$ cat src/rtl/tj_leak_pkg.sv
// tj_leak_pkg: shared state encoding and default framing constants for the leak receiver
package tj_leak_pkg;
    typedef enum logic [1:0] {HUNT, RECV, PAR, OUT} state_t;
    localparam int KEY_W_DEF = 128;
    localparam int PRE_W_DEF = 8;
    localparam logic [PRE_W_DEF-1:0] PREAMBLE_DEF = 8'hAA;
    localparam int TIMEOUT_DEF = 255;
endpackage

$ cat src/rtl/tj_preamble_det.sv
// tj_preamble_det: sliding preamble matcher with combinational match on the incoming bit
module tj_preamble_det
    import tj_leak_pkg::*;
#(
    parameter int PRE_W = PRE_W_DEF,
    parameter logic [PRE_W-1:0] PREAMBLE = PREAMBLE_DEF
) (
    input  logic clk,
    input  logic rst,
    input  logic clr,
    input  logic en,
    input  logic din,
    output logic match
);
    logic [PRE_W-1:0] sr;
    logic [PRE_W-1:0] sr_n;
    assign sr_n = {sr[PRE_W-2:0], din};
    assign match = en && (sr_n == PREAMBLE);
    always_ff @(posedge clk) begin
        if (rst || clr) sr <= '0;
        else if (en) sr <= sr_n;
    end
endmodule

$ cat src/rtl/tj_leak_rx.sv
// tj_leak_rx: frames preamble + payload + even parity from a serial leak stream and emits the key
module tj_leak_rx
    import tj_leak_pkg::*;
#(
    parameter int KEY_W = KEY_W_DEF,
    parameter int PRE_W = PRE_W_DEF,
    parameter logic [PRE_W-1:0] PREAMBLE = PREAMBLE_DEF,
    parameter int TIMEOUT = TIMEOUT_DEF
) (
    input  logic             clk,
    input  logic             rst,
    input  logic             leak_valid,
    input  logic             leak_bit,
    input  logic             key_ready,
    output logic [KEY_W-1:0] key_out,
    output logic             key_valid,
    output logic             locked,
    output logic             par_err,
    output logic             tmo,
    output logic             overrun,
    output logic [7:0]       err_cnt
);
    localparam int CW = $clog2(KEY_W);
    state_t state, state_n;
    logic [KEY_W-1:0] payload;
    logic [CW-1:0] cnt;
    logic [7:0] idle;
    logic par, match, framing, tmo_hit, perr_hit, par_ok;
    tj_preamble_det #(.PRE_W(PRE_W), .PREAMBLE(PREAMBLE)) u_det (
        .clk(clk),
        .rst(rst),
        .clr(state != HUNT),
        .en(leak_valid && state == HUNT),
        .din(leak_bit),
        .match(match)
    );
    always_comb begin
        framing = (state == RECV) || (state == PAR);
        tmo_hit = framing && !leak_valid && (idle == 8'(TIMEOUT - 1));
        perr_hit = (state == PAR) && leak_valid && (leak_bit != par);
        par_ok = (state == PAR) && leak_valid && (leak_bit == par);
        state_n = (tmo_hit || perr_hit) ? HUNT :
                  (state == HUNT && match) ? RECV :
                  (state == RECV && leak_valid && cnt == CW'(KEY_W - 1)) ? PAR :
                  par_ok ? OUT :
                  (state == OUT && key_ready) ? HUNT : state;
    end
    always_ff @(posedge clk) begin
        if (rst) begin
            state <= HUNT;
            payload <= '0;
            cnt <= '0;
            idle <= '0;
            par <= 1'b0;
            key_out <= '0;
            key_valid <= 1'b0;
            locked <= 1'b0;
            par_err <= 1'b0;
            tmo <= 1'b0;
            overrun <= 1'b0;
            err_cnt <= '0;
        end else begin
            state <= state_n;
            locked <= (state_n == RECV) || (state_n == PAR);
            par_err <= perr_hit;
            tmo <= tmo_hit;
            if (perr_hit || tmo_hit) err_cnt <= (err_cnt == 8'hFF) ? err_cnt : err_cnt + 8'd1;
            if (state == OUT && leak_valid) overrun <= 1'b1;
            // HUNT keeps the frame registers zeroed so RECV always starts clean
            if (state == HUNT) begin
                payload <= '0;
                cnt <= '0;
                idle <= '0;
                par <= 1'b0;
            end else if (framing) begin
                idle <= leak_valid ? 8'd0 : idle + 8'd1;
            end
            if (state == RECV && leak_valid) begin
                payload <= {payload[KEY_W-2:0], leak_bit};
                par <= par ^ leak_bit;
                cnt <= cnt + CW'(1);
            end
            if (par_ok) begin
                key_out <= payload;
                key_valid <= 1'b1;
            end
            if (state == OUT && key_ready) key_valid <= 1'b0;
        end
    end
endmodule

$ cat config.mk
export PLATFORM = sky130hd
export DESIGN_NAME = tj_leak_rx
export DESIGN_NICKNAME = d
export VERILOG_FILES = /design/src/rtl/tj_leak_pkg.sv /design/src/rtl/tj_preamble_det.sv /design/src/rtl/tj_leak_rx.sv
export SDC_FILE = /design/constraint.sdc
export NUM_CORES = 1
export LEC_CHECK = 0
export BUFFER_PORTS_ARGS = -buffer_cell sky130_fd_sc_hd__buf_2
export CORE_AREA = 3 3 147 135
export CTS_BUF_LIST = sky130_fd_sc_hd__clkbuf_8
export CTS_CLUSTER_DIAMETER = 40
export DETAILED_ROUTE_END_ITERATION = 16
export DIE_AREA = 0 0 150 138
export PLACE_DENSITY_LB_ADDON = 0.12
export SYNTH_ARGS = -nofsm -noshare
export SYNTH_HDL_FRONTEND = slang
export SYNTH_SLANG_ARGS = --single-unit
$ cat constraint.sdc
create_clock -name clk -period 6.9 [get_ports clk]
set_clock_uncertainty 0.2 [all_clocks]
set_input_delay 0.69 -clock clk [delete_from_list [all_inputs] [get_ports clk]]
set_output_delay 0.69 -clock clk [all_outputs]
set_load 0.02 [all_outputs]
==> reports/results.txt <==
Status = finished, final reports clean
# nets final = 1437
Worst path cell trace = inv_1, ha_1, nand2_4, buf_4, nand2b_1, a311oi_1
DR WL/cell = 14.2 µm
Top_reg_cell synth = dfxtp_1
Commonest non-fill, non-tap cell in the layout = nand2_1
Row Count = 47
I/O pin count = 146
# setup viols final = 0
Die Ht = 138 µm
GP Congestion = 0.776
Drc violations = 0
Worst-Margin Slew = 1.13 ns
TritonCTS clock tree = built
Layout cells sized above 1 = 0.157
Starting density of the core = 0.600
Crit path max fanout = 70
Core Region = 0.0183 mm²
First-pass GRT wire length = 40.8 mm
Max Clk Rate = 0.329 GHz
Die area = 0.0207 mm²
Die Span X = 150 µm
Seq/Total Area, Yosys = 0.535
Worst hold path type = in -> reg
Critical Path End Type = flip-flop
DP HPWL = 13.4 mm
Slew Limit Fails = 0
CTS max path bufs = 3
Worst IR Drop VDD = 0.000162 V
P per Cell Area = 254 mW/mm²
Diode count = 0
Post-synth cell types = 42
TNS Setup = 0 ns
Combinational Power Share = 0.010
CTS clk-pin slew, worst paths = 0.06 ns
Routed vias = 9276
Worst Setup Start Kind = flip-flop
RSZ-0062 raised after global routing = false
Cells after DPL = 1621
Final hold violation count = 0
Max cap viols = 0
Most frequent cells in the layout = nand2_1, dfxtp_1, a21oi_1, buf_2, nand3b_1
Global-route total usage across every layer = 0.227
Psw = 0.000676 W
Area grow syn2layout = 14.8%
Mapped cell area = 0.0110 mm²
Antenna viol nets, final = 0
Asr flop ratio synth = 0
Fin util = 0.689
Vias in the first global route = 8638
Final setup margin = 3.86 ns
Routed WL = 24.1 mm
Mean post-synth cell area = 8.26 µm²
Mapped Cells = 1332
I/O Buffers = 145
Leak = 4.63 nW
Clk sink count = 294
Total congestion overflow = 0
Clk_lat worst skew = 0.55 ns
Via/cell ratio = 5.46
Antenna violations before repair = 0
Largest net degree at the start of global routing = 177
Crit share post-route = 0.440
Slowest Stage Delay on Critical Path = 0.72 ns
Net Count, Synth = 1345
Crit path buffers/inverters = 2
Slew headroom = 0.246
Inserted Clock Buffers = 46
Post-CTS setup buffer count = 0
Switching Share = 0.210
CP Data Required Time = 7.14 ns
PostCTS Resize Cnt = 0
Initial DRC count = 713
Max stage delay cell, worst path = buf_4
TritonRoute pass-1 iters = 5
Ys Warns = 0
Final non-filler cell total = 1699
Hold-fix buffers, CTS = 0
CP delay by family, top = buffers and inverters
Sequential Power Share = 0.529
Worst slack at placement = 3.61 ns
Setup CP Type = reg -> reg
WP data arrival = 3.27 ns
P_int = 0.00254 W
Yosys reg bits = 294
Clock share of power = 0.461
Post-synth EDFFs = 0
Clock H-tree levels = 2
Root buffer cell = clkbuf_8
Min Tclk post-route = 3.04 ns
==> through the flow <==
stage                     instance area [µm²]  power [W]  hold WS (ns)
after floorplan                         11000    0.00176         0.232
after global placement                  11700    0.00177         0.239
after detailed placement                11700    0.00177         0.243
after CTS                               12600    0.00324         0.146
after global routing                    12600    0.00334         0.154
final                                   12600    0.00321         0.159
==> sequential cells by signal (all words and copies together), names as in the netlist <==
register,count
payload,128
overrun,1
state,2
err_cnt,8
locked,1
cnt,7
par_err,1
idle,8
u_det.sr,7
tmo,1
key_valid,1
key_out,128
par,1
==> area by class of cell <==
type / instances / area [µm²]
clock buffer: 59 / 812
clock inverter: 19 / 130
fill: 1581 / 5710
inverter: 4 / 15.0
multi-input combinational: 927 / 4700
sequential: 294 / 5890
tap: 245 / 307
timing repair buffer: 151 / 779
==> cells by family (layout without fill, tap and decap cells) <==
family	Yosys count	after routing	share of synthesized area
and+or+nand+nor	603	603	0.259
AOI/OAI and AO/OA	300	300	0.143
DFF	294	294	0.535
buffers and inverters	111	233	0.0405
muxes	9	9	0.00830
adders and majority gates	8	8	0.00910
xor gates and xnor gates	7	7	0.00557
==> power by group through the flow <==
| stage | clock network (W) | logic, W | registers (W) |
|---|---|---|---|
| final | 0.00148 | 0.0000330 | 0.00170 |
| after floorplan | 0 | 0.0000264 | 0.00174 |
| after detailed placement | 0 | 0.0000327 | 0.00174 |
| after global placement | 0 | 0.0000333 | 0.00174 |
| after global routing | 0.00160 | 0.0000366 | 0.00170 |
| after CTS | 0.00151 | 0.0000328 | 0.00170 |
==> synth_stat cells, drive strengths merged (2+ instances only) <==
cell / n / share of area
a21oi: 274 / 0.13
dfxtp: 294 / 0.53
nand3b: 128 / 0.087
nor4bb: 2 / 0.0018
ha: 8 / 0.0091
or2: 2 / 0.0011
a211oi: 3 / 0.0025
xnor2: 5 / 0.0040
and3: 5 / 0.0028
xor2: 2 / 0.0016
nand2: 399 / 0.14
inv: 4 / 0.0014
o2111ai: 2 / 0.0016
buf: 29 / 0.013
clkbuf: 78 / 0.027
nand4: 4 / 0.0023
nor3: 6 / 0.0027
nand2b: 3 / 0.0019
nor2: 38 / 0.013
a22oi: 2 / 0.0014
a311oi: 3 / 0.0024
o211a: 2 / 0.0018
nand3: 7 / 0.0032
mux2i: 8 / 0.0073
a31oi: 3 / 0.0017
and4: 2 / 0.0016
o21ai: 8 / 0.0036
==> final timing paths <==
path | slack, ns | to | start | depth (start not counted)
max reg2reg | 3.86 | cnt[5] | state[1] | 6
min reg2reg | 0.25 | key_out[60] | key_out[60] | 2
min | 0.16 | key_valid | key_ready | 2
max | 3.86 | cnt[5] | state[1] | 6
==> worst reg2reg max path: stages, from the launching register on <==
cell,delay (ns)
dfxtp_1,0.42
inv_1,0.12
ha_1,0.24
nand2_4,0.53
buf_4,0.74
nand2b_1,0.33
a311oi_1,0.35
==> layer usage <==
| layer | vias up | share of wire | track usage | routed length [µm] |
|---|---|---|---|---|
| met5 | - | 0 | 0 | 0 |
| met4 | 0 | 0.016 | 0.0554 | 386 |
| met3 | 43 | 0.057 | 0.0455 | 1370 |
| met2 | 227 | 0.46 | 0.367 | 11000 |
| met1 | 4358 | 0.47 | 0.314 | 11400 |
| li1 | 4648 | - | - | - |
Note: power is estimated with default switching activity, not from simulation.
